## src/rtl/dtm_dmi_master.sv

```systemverilog
// DMI master for a debug transport module: issues one host read/write at a time to the
// debug module, tracks a sticky status, and recovers from timeouts and aborts by draining.
module dtm_dmi_master #(
    parameter int unsigned ABITS   = 7,
    parameter int unsigned TIMEOUT = 255
) (
    input  logic             sys_clk,
    input  logic             sys_rstn,
    input  logic             dmi_cmd_valid,
    input  logic [1:0]       dmi_cmd_op,
    input  logic [ABITS-1:0] dmi_cmd_addr,
    input  logic [31:0]      dmi_cmd_data,
    input  logic             dmi_reset,
    input  logic             dmi_hard_reset,
    output logic             dmi_busy,
    output logic [1:0]       dmi_stat,
    output logic [31:0]      dmi_rdata,
    output logic             dtm_req_valid,
    input  logic             dtm_req_ready,
    output logic [ABITS+33:0] dtm_req_bits,
    input  logic             dm_resp_valid,
    output logic             dm_resp_ready,
    input  logic [33:0]      dm_resp_bits
);

    localparam int unsigned CNT_W    = 8;
    localparam logic [CNT_W-1:0] CNT_LAST = CNT_W'(TIMEOUT - 1);
    localparam logic [1:0] OP_READ  = 2'd1;
    localparam logic [1:0] OP_WRITE = 2'd2;
    localparam logic [1:0] ST_OK    = 2'd0;
    localparam logic [1:0] ST_FAIL  = 2'd2;
    localparam logic [1:0] ST_BUSY  = 2'd3;

    // One-hot so every output decode is a single flop bit.
    typedef enum logic [3:0] {
        S_IDLE  = 4'b0001,
        S_REQ   = 4'b0010,
        S_WAIT  = 4'b0100,
        S_DRAIN = 4'b1000
    } state_t;

    state_t           state;
    state_t           state_next;
    logic [CNT_W-1:0] cnt;
    logic             abort_pending;
    logic [1:0]       stat_clr;
    logic [1:0]       stat_next;
    logic             accept;
    logic             wait_done;
    logic             timeout_hit;
    logic             collision;
    logic [1:0]       resp_code;
    logic [31:0]      resp_data;

    assign resp_code = dm_resp_bits[1:0];
    assign resp_data = dm_resp_bits[33:2];

    // Status after the same-cycle clears; gates acceptance and error writes.
    assign stat_clr    = (dmi_hard_reset || dmi_reset) ? ST_OK : dmi_stat;
    assign accept      = dmi_cmd_valid && (state == S_IDLE) && (stat_clr == ST_OK) &&
                         ((dmi_cmd_op == OP_READ) || (dmi_cmd_op == OP_WRITE));
    assign wait_done   = (state == S_WAIT) && dm_resp_valid && !dmi_hard_reset;
    assign timeout_hit = (state == S_WAIT) && !dm_resp_valid && !dmi_hard_reset &&
                         (cnt == CNT_LAST);
    assign collision   = dmi_cmd_valid && (state != S_IDLE);

    always_ff @(posedge sys_clk) begin
        if (!sys_rstn) begin
            state <= S_IDLE;
        end else begin
            state <= state_next;
        end
    end

    always_comb begin
        state_next = state;
        case (state)
            S_IDLE:  if (accept) state_next = S_REQ;
            S_REQ:   if (dtm_req_ready) state_next = (abort_pending || dmi_hard_reset) ? S_DRAIN : S_WAIT;
            // A response arriving with a hard reset is still consumed, just not reported.
            S_WAIT:  if (dm_resp_valid) state_next = S_IDLE;
                     else if (dmi_hard_reset || timeout_hit) state_next = S_DRAIN;
            S_DRAIN: if (dm_resp_valid) state_next = S_IDLE;
            default: state_next = S_IDLE;
        endcase
    end

    always_comb begin
        dmi_busy      = (state != S_IDLE);
        dtm_req_valid = (state == S_REQ);
        dm_resp_ready = (state == S_WAIT) || (state == S_DRAIN);
    end

    // Error sources test the pre-collision value, so they overwrite a same-cycle busy.
    always_comb begin
        stat_next = stat_clr;
        if (stat_clr == ST_OK) begin
            if (timeout_hit) begin
                stat_next = ST_FAIL;
            end else if (wait_done && (resp_code != 2'd0)) begin
                stat_next = (resp_code == 2'd3) ? ST_BUSY : ST_FAIL;
            end else if (collision) begin
                stat_next = ST_BUSY;
            end
        end
    end

    always_ff @(posedge sys_clk) begin
        if (!sys_rstn) begin
            cnt           <= '0;
            abort_pending <= 1'b0;
            dtm_req_bits  <= '0;
            dmi_stat      <= ST_OK;
            dmi_rdata     <= '0;
        end else begin
            dmi_stat      <= stat_next;
            abort_pending <= (state == S_REQ) && !dtm_req_ready && (abort_pending || dmi_hard_reset);
            if (accept) begin
                dtm_req_bits <= {dmi_cmd_addr, dmi_cmd_data, dmi_cmd_op};
            end
            if ((state == S_REQ) && dtm_req_ready) begin
                cnt <= '0;
            end else if ((state == S_WAIT) && !dm_resp_valid) begin
                cnt <= cnt + CNT_W'(1);
            end
            if (wait_done && (resp_code == 2'd0) && (dtm_req_bits[1:0] == OP_READ)) begin
                dmi_rdata <= resp_data;
            end
        end
    end

endmodule
```

## config.mk

```make
export PLATFORM = sky130hd
export DESIGN_NAME = dtm_dmi_master
export DESIGN_NICKNAME = d
export VERILOG_FILES = /design/src/rtl/dtm_dmi_master.sv
export SDC_FILE = /design/constraint.sdc
export NUM_CORES = 1
export LEC_CHECK = 0
export CORE_MARGIN = 10
export CORE_UTILIZATION = 35
export DETAILED_ROUTE_END_ITERATION = 16
export PLACE_DENSITY = 0.76
export SLEW_MARGIN = 40
export SYNTH_ARGS = -nofsm -noshare
export SYNTH_HDL_FRONTEND = slang
export SYNTH_SLANG_ARGS = --single-unit
```

## constraint.sdc

```tcl
create_clock -name sys_clk -period 5.35 [get_ports sys_clk]
set_clock_uncertainty 0.05 [all_clocks]
set_input_delay 1.07 -clock sys_clk [delete_from_list [all_inputs] [get_ports sys_clk]]
set_output_delay 1.07 -clock sys_clk [all_outputs]
set_load 0.05 [all_outputs]
```

## Word-level counts from Yosys, hierarchy flattened

Index checks and enable logic that the tools add are counted.

- Word-level logic and storage cells: 63
- Flip-flop bits (word level): 88
- Input port bits: 82
- Output and inout port bits: 78

- Equal/unequal tests: 14
- Reduce and logical (&&, ||, !) cells: 28
- Bitwise logic cells: 1
- Mux-type cells: 13
- $add $sub $neg: 1

Operators with widths:

| kind | count |
|---|---|
| 4-bit 2-to-1 mux | 6 |
| 4-bit case mux with 4 select lines | 1 |
| 1-bit logical AND | 15 |
| 2-bit 2-to-1 mux | 5 |
| 8-bit by 1-bit adder with 8-bit output (second input constant) | 1 |
| 8-bit equality test (second input constant) | 1 |
| 1-bit logical OR | 5 |
| 2-bit by 1-bit equality test with 1-bit output (second input constant) | 2 |
| 2-bit equality test (second input constant) | 2 |
| 4-bit by 1-bit equality test with 1-bit output (second input constant) | 1 |
| 4-bit by 2-bit equality test with 1-bit output (second input constant) | 1 |
| 4-bit by 3-bit equality test with 1-bit output (second input constant) | 1 |
| 4-bit equality test (second input constant) | 1 |
| 2-bit logical NOT | 2 |
| 2-bit inequality test (second input constant) | 2 |
| 4-bit by 1-bit inequality test with 1-bit output (second input constant) | 1 |
| 4-bit AND reduction | 1 |
| 1-bit logical NOT | 3 |
| 3-bit by 2-bit inequality test with 1-bit output (second input constant) | 1 |
| 2-bit by 1-bit inequality test with 1-bit output (second input constant) | 1 |
| 2-bit nonzero test | 1 |
| 2-bit OR reduction | 1 |
| 1-bit 2-to-1 mux | 1 |
| 1-bit inverter | 1 |

## Depth between registers and ports, before layout

Gate-level depths: netlist (run 1).

- Depth after elaboration: 8
- Gate-level depth with buffers: 7
- Mapped depth without buffers: 6

## Worst setup path before layout (run 1)

No wires, ideal clock.

- Path type: register to output
- From: register state[1]
- To: output port dtm_req_valid
- Data required time: 4230 ps
- Buffers on the path: 1
- Data arrival time: 2385 ps
- Stages on the path, launching flop included: 3
- Setup slack: 1845 ps
- Cell sequence: dfxtp_1 -> clkbuf_1 -> nor4b_1

- Word-level cells in the longest chain between the ends: 1

Ends and longest elaborated chain:

| element | RTL line | source |
|---|---|---|
| from (decl) | 42 | `state_t state;` |
| from (signal assigned) | 71 | `state <= state_next;` |
| 4-bit by 2-bit equality test with 1-bit output | 90 | `dtm_req_valid = (state == S_REQ);` |
| to (decl) | 18 | `output logic dtm_req_valid,` |

No other way between the ends.

## Final worst setup path (run 1)

- From: register state[0]
- To: output port dmi_busy

- Word-level cells in the longest chain between the ends: 1

Ends and longest elaborated chain:

| element | RTL line | source |
|---|---|---|
| 4-bit by 1-bit inequality test with 1-bit output | 89 | `dmi_busy = (state != S_IDLE);` |
| to (decl) | 15 | `output logic dmi_busy,` |

No other way between the ends.

==> results of run 1 <==
==> kinds of logic (layout without fill, tap and decap cells) <==
logic type                 after synthesis  in the layout  synth area share (%)
and+or+nand+nor                        166            166                  22.1
DFF                                     88             88                  48.3
AOI/OAI and AO/OA                       61             61                  12.5
muxes                                   33             33                  9.06
buffers and inverters                   29            182                  4.97
xor gates and xnor gates                10             10                  2.40
adders and majority gates                2              2                 0.686
==> worst max path at each step <==
stage | end | slack (ps) | cells after the start
2_1_floorplan | dtm_req_valid | 1850 | 2
3_3_place_gp | dmi_rdata[18] | 1920 | 5
3_5_place_dp | dmi_rdata[10] | 2190 | 5
4_1_cts | dmi_busy | 1850 | 3
5_1_grt | dmi_busy | 1670 | 3
6_report | dmi_busy | 1890 | 3
==> final cells by class <==
type                            instances  area, um^2
Fill cell                             925        4720
Clock buffer                           10         138
Clock inverter                          6        67.6
Multi-Input combinational cell        272        1730
Timing Repair Buffer                  163        1630
Inverter                                3        11.3
Sequential cell                        88        1760
Tap cell                              136         170
==> power breakdown <==
part | internal [mW] | switching (mW) | total, mW | leakage, nW
registers | 0.678 | 0.0154 | 0.694 | 0.713
logic | 0.129 | 0.163 | 0.292 | 1.32
clock network | 0.230 | 0.238 | 0.468 | 0.0989
==> through the flow <==
step                      hold WS, ps  setup slack (ps)  instance area (um^2)  power (mW)
final                             403              1890                  5510        1.45
after global routing              423              1670                  5510        1.53
after CTS                         406              1850                  5510        1.48
after detailed placement          394              2190                  5300        1.00
after global placement            390              1920                  5270       0.993
after floorplan                   429              1850                  3650       0.869
==> routing by layer <==
layer	up-vias	wire, um	GRT usage (%)
li1	1597	-	-
met2	128	4680	21.0
met1	1453	4290	14.7
met4	0	124	4.42
met5	-	0	0
met3	12	1420	8.05
==> worst max-delay path, delay by kind of cell, from the launching register on <==
| kind | cells | cell delay, ps |
|---|---|---|
| AND/OR/NAND/NOR | 1 | 570 |
| buffers and inverters | 2 | 920 |
| flip-flops | 1 | 500 |
==> registers in the layout (all words and copies together) (netlist names) <==
name	count
state	4
abort_pending	1
cnt	8
dmi_rdata	32
dmi_stat	2
dtm_req_bits	41
==> cell usage in the layout (no fill, tap or decap), types with 4 or more instances in the layout <==
cell,instances
xor2_1,4
o211ai_1,5
nand4_1,4
nand3_1,4
nor2b_1,34
o21ai_0,5
mux2i_1,33
clkbuf_8,10
dfxtp_1,88
nand2_1,86
clkdlybuf4s50_1,158
a21boi_1,40
xnor2_1,6
nor3_1,5
nor2_1,15
==> results.toml, run 1 <==
[setup_path]
r2r_cells = 5
cp.required_ps = 4230
reg2reg_from = "state[0]"
critPathKind = "reg2out"
cpPeakStageDelay_ps = 740
worstPathArrival_ps = 2340
timing.rr.end = "dtm_req_bits[32]"
start_kind = "flop"
reg2reg_setup_slack_ps = 3200
end_kind = "output port"
slowest_stage = "clkdlybuf4s50_1"
critPathLaunch = "state[0]"
crit_fanout = 10
path_cells = "nor4b_2 -> inv_1 -> clkdlybuf4s50_1"

[grt]
grt_pass1_wl_um = 16200
grt_max_degree = 46
antenna_found_initial = 0
grt_pass1_vias = 3206
grt-ovfl-total = 0
grtUsageTotal_pct = 13.4

[layout]
fin_util_pct = 53.8
num_antenna_cells = 0
instances_no_fill = 678
nets = 621
drive_gt1_share_pct = 4.98
area_growth_pct = 51.0

[job]
cap_violations = 0

[status]
status = "finished clean"

[detailed_routing]
wl_per_cell_um = 15.5
drtIter0Drc = 107
totalWireLength_um = 10500
vias = 3190
firstDrtPassIters = 4
ant_nets = 0
avgViaCountPerCell = 4.71
drc = 0

[floorplan]
num_rows = 37
fp.dieW_um = 122
ios = 160
start_util_pct = 35.6
fp.dieH_um = 122
core_um2 = 10200
die_area_um2 = 14900

[power]
leakagePower_nw = 2.13
ir_worst_vdd_v = 0.000142
p_per_area_nw_per_um2 = 264

[timing]
setup_violations = 0
hold_viol = 0
setup-tns-final_ps = 0
max_freq_mhz = 289
finalMaxSlewViolations = 0
worst_pin_slew_ps = 602
max_slew_margin_pct = 59.8
fin_crit_ps = 3460
rsz0062_at_grt = "false"
fin_crit_sh_pct = 64.6

[logic_synthesis]
syn-mean-instance-area_um2 = 9.38
yosysSeqAreaShare_pct = 48.3
postSynthCellCount = 389
yosys.cell_count.top_type = "dfxtp_1"
yosysWarnings = 0
yosys-top-cells-area = "dfxtp_1 48%, mux2i_1 9.1%, nand2_1 8.9%"
ys_ff_latch = 88
yosys_most_used_dff = "dfxtp_1"
synth_top_area_share_pct = 48.3
synth_edf_count = 0
synthArstFlopShare_pct = 0
synthDistinctLibCells = 42
syn_area_um2 = 3650
synth_common_cells = "88 x dfxtp_1, 86 x nand2_1, 40 x a21boi_1"
post-synth-top-area-cell = "dfxtp_1"
synth_nets = 473

[clocking]
cts.repair.resized = 0
post-cts-setup-buffers = 0
cts_tree = "built"
cts_hold_buf = 0
clockBufferDepth = 2
clock_sinks = 88
path_clk_slew_ps = 90
cts_root_buf = "clkbuf_8"
cts_inserted_buffers = 9
htree_levels = 3
clock_latency_ps = 340

[worst_hold_path]
whs_endpoint = "dtm_req_bits[40]"
hold_path_depth = 2
hold_class = "reg2reg"
worstHoldStart = "dtm_req_bits[40]"

[placement]
dp_hpwl_um = 8070
port_buffers = 159
place_congestion = 0.774
placed_cells = 662
Note: power is estimated with default switching activity, not from simulation.
==> run 2, diff against run 1 <==
--- a/config.mk
+++ b/config.mk
@@ -8,7 +8,7 @@
 export CORE_MARGIN = 10
 export CORE_UTILIZATION = 35
 export DETAILED_ROUTE_END_ITERATION = 16
-export PLACE_DENSITY = 0.76
+export PLACE_DENSITY = 0.78
 export SLEW_MARGIN = 40
 export SYNTH_ARGS = -nofsm -noshare
 export SYNTH_HDL_FRONTEND = slang
==> constraint.sdc (replaced) <==
create_clock -name sys_clk -period 3.1 [get_ports sys_clk]
set_clock_uncertainty 0.05 [all_clocks]
set_input_delay 0.62 -clock sys_clk [delete_from_list [all_inputs] [get_ports sys_clk]]
set_output_delay 0.62 -clock sys_clk [all_outputs]
set_load 0.05 [all_outputs]
==> results.toml, run 2 (synthesized netlist as in run 1, its figures left out) <==
[floorplan]
num_rows = 37
fp.dieW_um = 122
fp.dieH_um = 122
core_um2 = 10200
ios = 160
start_util_pct = 35.6
die_area_um2 = 14900

[detailed_routing]
vias = 3213
totalWireLength_um = 10800
firstDrtPassIters = 4
avgViaCountPerCell = 4.70
drtIter0Drc = 120
wl_per_cell_um = 15.8
drc = 0
ant_nets = 0

[timing]
hold_viol = 0
setup_violations = 0
setup-tns-final_ps = 0
rsz0062_at_grt = "false"
max_freq_mhz = 358
worst_pin_slew_ps = 691
layout_setup_ws_ps = 304
max_slew_margin_pct = 53.3
finalMaxSlewViolations = 0
fin_crit_sh_pct = 90.2
fin_crit_ps = 2800

[layout]
final_area_um2 = 5560
top_register = "dtm_req_bits"
nets = 626
drive_gt1_share_pct = 6.03
reg_top3 = "dtm_req_bits: 41 flops, dmi_rdata: 32 flops, cnt: 8 flops"
instances_no_fill = 683
num_antenna_cells = 0
layout_commonest_cell = "clkdlybuf4s50_1"
largest_reg_flops = 41
multi_input_area_um2 = 1720
layout_common_cells = "157 x clkdlybuf4s50_1, 88 x dfxtp_1, 86 x nand2_1"
seq_area_um2 = 1760
nFillCells = 937
area_growth_pct = 52.4

[placement]
place_congestion = 0.846
port_buffers = 159
dp_hpwl_um = 8300
dp_slack_ps = 299
placed_cell_area_um2 = 5330
placed_cells = 667

[clocking]
cts_tree = "built"
path_clk_slew_ps = 90
cts_root_buf = "clkbuf_8"
htree_levels = 3
cts_inserted_buffers = 9
cts.repair.resized = 0
post-cts-setup-buffers = 0
clock_latency_ps = 350
clock_sinks = 88
cts_hold_buf = 0
clockBufferDepth = 2

[worst_hold_path]
whs_endpoint = "dtm_req_bits[7]"
hold_class = "reg2reg"
worstHoldStart = "dtm_req_bits[7]"
hold_path_depth = 2

[setup_path]
start_kind = "flop"
cp.required_ps = 2430
end_kind = "output port"
reg2reg_from = "state[3]"
slowest_stage = "clkdlybuf4s50_1"
critPathLaunch = "state[3]"
worstPathArrival_ps = 2130
reg2reg_setup_slack_ps = 910
critical-path-top-delay-family = "buffers and inverters"
timing.rr.end = "dmi_rdata[17]"
cpPeakStageDelay_ps = 820
r2r_cells = 5
crit_fanout = 11
path_cells = "nor4b_2 -> buf_4 -> inv_1 -> clkdlybuf4s50_1"
cp_num_buf_inv = 3
critPathKind = "reg2out"

[grt]
antenna_found_initial = 0
grtUsageTotal_pct = 14.0
grt-ovfl-total = 0
grt_pass1_vias = 3392
grt_pass1_wl_um = 17000
grt_max_degree = 44

[job]
cap_violations = 0

[power]
p_per_area_nw_per_um2 = 468
ir_worst_vdd_v = 0.000265
power_mw = 2.60
leakagePower_nw = 2.18

[status]
status = "finished clean"
## run 2: worst max-delay path by stage
stage | endpoint | cells after the start
after floorplan | dtm_req_valid | 2
after global placement | dmi_rdata[30] | 6
after detailed placement | dmi_rdata[17] | 6
after CTS | dmi_busy | 4
after global routing | dmi_busy | 4
final | dmi_busy | 4
## run 2: power by group
part	switching (mW)	internal [mW]
Combinational	0.282	0.222
Clock	0.422	0.481
Sequential	0.0269	1.17
Total	0.731	1.87
## run 2: area by class of cell
cell class | count | area share (%)
flip-flops and latches | 88 | 31.7
multi-input cells | 272 | 31.0
repair buffers | 168 | 29.9
well taps | 136 | 3.06
clock buffers | 10 | 2.48
clock inverters | 6 | 1.64
inverters | 3 | 0.203
## run 2: layer usage
metal / vias to the layer above / track usage, % / wire length, um
li1: 1613 / - / -
met1: 1456 / 15.8 / 4490
met2: 130 / 22.6 / 4760
met3: 14 / 7.12 / 1340
met4: 0 / 4.57 / 169
met5: - / 0 / 0
## run 2: worst register-to-register path: cells and delay by family (launching register included)
kind	cells	cell delay, ps
muxes	1	190
and+or+nand+nor	3	1180
buffers and inverters	1	230
DFF	1	440
## run 2: metrics by stage
stage | hold WS, ps | util (%)
floorplan | 429 | -
global route | 422 | 54.3
finish | 408 | 54.3
detailed placement | 397 | 52.1
CTS | 406 | 54.3
global placement | 390 | 52.1
